===== src/rtl/uart_rx_core.sv =====
// uart_rx_core: byte-level UART receiver, 8N1, LSB first, idle-high line.
// Recovers one byte per frame and presents it with a level rdy flag.
//
// Optional build macro: UART_RX_PARITY_EN
//   defined   -> 8E1 framing with a PARITY state; par_err reports mismatch
//   undefined -> 8N1 framing; par_err tied to 0
//
// Ports:
//   clk      system clock, all logic on posedge
//   rst      synchronous active-high reset
//   RX       serial line, asynchronous to clk, idle high
//   clr_rdy  single-cycle pulse that clears rdy
//   rx_data  last completed byte, held until the next frame completes
//   rdy      a byte is available in rx_data
//   frm_err  stop bit of the last frame sampled low
//   par_err  parity mismatch on the last frame (0 when parity disabled)

module uart_rx_core #(
   parameter int unsigned BAUD_DIV = 2604
) (
   input  logic       clk,
   input  logic       rst,
   input  logic       RX,
   input  logic       clr_rdy,
   output logic [7:0] rx_data,
   output logic       rdy,
   output logic       frm_err,
   output logic       par_err
);

   localparam int unsigned CNT_W = $clog2(BAUD_DIV + 1);
   localparam logic [CNT_W-1:0] FULL_LOAD = CNT_W'(BAUD_DIV - 1);
   localparam logic [CNT_W-1:0] HALF_LOAD = CNT_W'(BAUD_DIV / 2 - 1);

   typedef enum logic [2:0] {
      IDLE,
      START,
      DATA,
`ifdef UART_RX_PARITY_EN
      PARITY,
`endif
      STOP
   } state_t;

   state_t           state;
   logic             rx_sync1;
   logic             rx_sync2;
   logic             rx_prev;
   logic [CNT_W-1:0] baud_cnt;
   logic [3:0]       bit_cnt;
   logic [7:0]       shift_reg;
   logic             sample_c;
`ifdef UART_RX_PARITY_EN
   logic             par_bit;
`endif

   // Mid-bit sample point
   assign sample_c = (baud_cnt == '0);

`ifndef UART_RX_PARITY_EN
   assign par_err = 1'b0;
`endif

   // Synchronizer, frame state machine and registered outputs
   always_ff @(posedge clk) begin
      if (rst) begin
         state     <= IDLE;
         rx_sync1  <= 1'b1;
         rx_sync2  <= 1'b1;
         rx_prev   <= 1'b1;
         baud_cnt  <= '0;
         bit_cnt   <= 4'd0;
         shift_reg <= 8'h00;
         rx_data   <= 8'h00;
         rdy       <= 1'b0;
         frm_err   <= 1'b0;
`ifdef UART_RX_PARITY_EN
         par_bit   <= 1'b0;
         par_err   <= 1'b0;
`endif
      end else begin
         rx_sync1 <= RX;
         rx_sync2 <= rx_sync1;
         rx_prev  <= rx_sync2;

         // Placed first so a same-cycle set in STOP takes priority
         if (clr_rdy) rdy <= 1'b0;

         case (state)
            IDLE: begin
               // Only a falling edge arms; a stuck-low line is ignored
               if (!rx_sync2 && rx_prev) begin
                  state    <= START;
                  baud_cnt <= HALF_LOAD;
                  rdy      <= 1'b0;
               end
            end

            START: begin
               if (sample_c) begin
                  if (!rx_sync2) begin
                     state    <= DATA;
                     baud_cnt <= FULL_LOAD;
                     bit_cnt  <= 4'd0;
                  end else begin
                     state <= IDLE;
                  end
               end else begin
                  baud_cnt <= baud_cnt - 1'b1;
               end
            end

            DATA: begin
               if (sample_c) begin
                  shift_reg <= {rx_sync2, shift_reg[7:1]};
                  bit_cnt   <= bit_cnt + 4'd1;
                  baud_cnt  <= FULL_LOAD;
                  if (bit_cnt == 4'd7) begin
`ifdef UART_RX_PARITY_EN
                     state <= PARITY;
`else
                     state <= STOP;
`endif
                  end
               end else begin
                  baud_cnt <= baud_cnt - 1'b1;
               end
            end

`ifdef UART_RX_PARITY_EN
            PARITY: begin
               if (sample_c) begin
                  par_bit  <= rx_sync2;
                  baud_cnt <= FULL_LOAD;
                  state    <= STOP;
               end else begin
                  baud_cnt <= baud_cnt - 1'b1;
               end
            end
`endif

            STOP: begin
               // Leaving at mid-stop-bit lets a back-to-back start be caught
               if (sample_c) begin
                  rx_data <= shift_reg;
                  rdy     <= 1'b1;
                  frm_err <= ~rx_sync2;
`ifdef UART_RX_PARITY_EN
                  par_err <= (^shift_reg) ^ par_bit;
`endif
                  state   <= IDLE;
               end else begin
                  baud_cnt <= baud_cnt - 1'b1;
               end
            end

            default: state <= IDLE;
         endcase
      end
   end

endmodule


===== config.mk =====
export PLATFORM = sky130hd
export DESIGN_NAME = uart_rx_core
export DESIGN_NICKNAME = d
export VERILOG_FILES = /design/src/rtl/uart_rx_core.sv
export SDC_FILE = /design/constraint.sdc
export NUM_CORES = 1
export LEC_CHECK = 0
export CAP_MARGIN = 30
export CORE_MARGIN = 1.5
export CORE_UTILIZATION = 45
export CTS_CLUSTER_SIZE = 14
export DETAILED_ROUTE_END_ITERATION = 12
export PLACE_DENSITY = 0.63
export SETUP_SLACK_MARGIN = 0.4
export SYNTH_ARGS = -nofsm -noshare
export SYNTH_HDL_FRONTEND = slang
export SYNTH_SLANG_ARGS = --single-unit

===== constraint.sdc =====
create_clock -name clk -period 2.3 [get_ports clk]
set_input_delay 0.46 -clock clk [delete_from_list [all_inputs] [get_ports clk]]
set_output_delay 0.46 -clock clk [all_outputs]
set_load 0.01 [all_outputs]

==> results.toml <==
[power]
leakagePower_nw = 0.903
total_power_mw = 2.91
peakVddDrop_mv = 0.485
power_density_nw_per_um2 = 1190

[clock_tree]
ctsRootBufferMaster = "clkbuf_8"
cts_buffer_depth = 2
numCtsBuffers = 5
htree_num_levels = 2
cts_sinks = 39
cts_tree = "built"
ctsHoldBuffers = 0
path_clk_slew_ns = 0.08
clock_latency_ns = 0.30

[detailed_routing]
drt_iter0_markers = 122
drt-pass1-iter-count = 4
via_per_inst = 5.79
vias = 1917
avgRoutedWirePerCell_um = 14.9
drc = 0
ant_nets = 0
routed_wl_um = 4920

[place]
gp_congestion = 0.928
portBuffers = 13
dp_hpwl_um = 3300
dpl_worst_slack_ns = 0.261

[worst_setup_path]
cpPeakStageDelay_ns = 0.40
cp-end-kind = "flip-flop"
cp.arrival_ns = 2.17
slowest_stage = "or3_4"
path_delay_family = "simple AND/OR/NAND/NOR gates"
path_buf_inv = 0
crit_type = "flip-flop to flip-flop"
critPathRequiredTime_ns = 2.54
regToRegSetupSlack_ns = 0.37
crit_fanout = 6
reg2reg_from = "baud_cnt[3]$_SDFFE_PP0P_"
critPathLaunch = "baud_cnt[3]$_SDFFE_PP0P_"
startpoint_type = "flip-flop"
path_cells = "nor4_4 > nand4_4 > or3_4 > a2111oi_4 > o21a_1"

[final_layout]
multi_input_area_sq_um = 1170
drive_gt1_frac = 0.179
nets = 289
fill_cells = 416
syn_to_final_growth_pct = 22.0
antennaDiodeCount = 0
seqCellArea_sq_um = 783
largest_reg_flops = 12

[logic_synthesis]
synth-seq-cells = 39
synthTopCellsByCount = "39 x dfxtp_1, 38 x a21oi_1, 26 x nand2_1"
syn_area_sq_um = 2010
synth.most_common_cell = "dfxtp_1"
ys_warn_count = 0
ys.flop_type = "dfxtp_1"
ys_seq_area_frac = 0.389
async_flop_share = 0
synth_edf_count = 0
synth_top_cell_by_area = "dfxtp_1"
synth_fp_nets = 263
synthDistinctLibCells = 50
syn_area_per_cell_sq_um = 7.96
synthCells = 252
synth_top_area_frac = 0.389
ys_top_cells_by_area = "dfxtp_1 39%, a21oi_1 9.5%, nand2_1 4.9%"

[floorplanning]
die_x_um = 69.8
io_pins = 15
die_y_um = 69.8
die_area_sq_um = 4870
rows = 24
start_util = 0.464
core_area_sq_um = 4320

[global_route]
grt_pass1_vias = 1728
grt_max_degree = 24
grt_first_pass_wirelength_um = 8200
antenna_found_initial = 0
grt_usage = 0.205
grt_overflow = 0

[timing]
drv_slew = 0
period_needed_ns = 1.93
hold_ws_ns = 0.426
fin_tns_setup_ns = 0
rsz0062_at_grt = "yes"
fmax_ghz = 0.519
setup_viol = 0
finalClockSkew_ns = 0.00679
fin_ws_ns = 0.374
finalHoldViolCount = 0
post-route-period-util = 0.837

[outcome]
status = "finished clean"

[min_path]
min-delay-start = "rx_sync1$_SDFF_PP1_"
hp-class = "flip-flop to flip-flop"

[job]
cap_violations = 0
==> power by group <==
| group | leakage (nW) | total, mW | internal [mW] | switching, mW |
|---|---|---|---|---|
| clock network | 0.0402 | 0.471 | 0.211 | 0.260 |
| registers | 0.317 | 0.814 | 0.731 | 0.0833 |
| logic | 0.546 | 1.63 | 0.718 | 0.911 |
| total | 0.903 | 2.91 | 1.66 | 1.25 |
==> cell families after synthesis <==
family / synth area share
other: 0.00187
muxes: 0.00499
adders and majority gates: 0.0437
AOI/OAI and AO/OA: 0.250
and+or+nand+nor: 0.261
buffers and inverters: 0.0499
DFF: 0.389
==> through the flow <==
step	instances	cell area, sq um	util
global placement	315	2240	0.517
floorplan	252	2010	-
detailed placement	315	2240	0.517
finish	331	2450	0.566
global route	331	2450	0.566
CTS	324	2350	0.545
==> cell usage in the layout (no fill, tap or decap), drive strengths merged, types with 3 or more instances in the layout <==
cell           synthesis  final
a21oi                 38     38
a31oi                  5      5
buf                    4     22
clkbuf                12      5
clkdlybuf4s50          0     13
dfxtp                 39     39
ha                     7      7
inv                    8      8
nand2                 27     27
nand2b                 3      3
nand3                 19     19
nor2                  18     18
nor2b                  3      3
nor3                  12     12
nor4                   4      4
o21ai                 13     13
o22a                   4      4
or2                    4      4
or3                    3      3
==> area by class of cell <==
| cell class | count | area share |
|---|---|---|
| clock inverters | 3 | 0.00818 |
| flip-flops and latches | 39 | 0.320 |
| repair buffers | 35 | 0.125 |
| well taps | 52 | 0.0266 |
| inverters | 8 | 0.0123 |
| clock buffers | 5 | 0.0281 |
| multi-input cells | 189 | 0.480 |
==> timing repair <==
| item | CTS | global route |
|---|---|---|
| setup buffers | 1 | 7 |
| pin swaps | 1 | 5 |
| setup endpoints to repair | 24 | 25 |
| resized for setup | 6 | 12 |
==> per-layer routing <==
layer  vias to the layer above  GRT usage  part of all wire
met4                         0     0.0598             0.021
met5                         -          0                 0
met2                        43      0.328              0.47
met3                         9     0.0436             0.034
li1                        967          -                 -
met1                       898      0.279              0.47
==> path summary, 6_finish.rpt <==
kind,end,cells after the start
setup / recovery,state[1]$_SDFFE_PP0P_,5
setup reg to reg,state[1]$_SDFFE_PP0P_,5
hold / removal,rx_sync2$_SDFF_PP1_,1
hold reg to reg,rx_sync2$_SDFF_PP1_,1
Note: power is estimated with default switching activity, not from simulation.
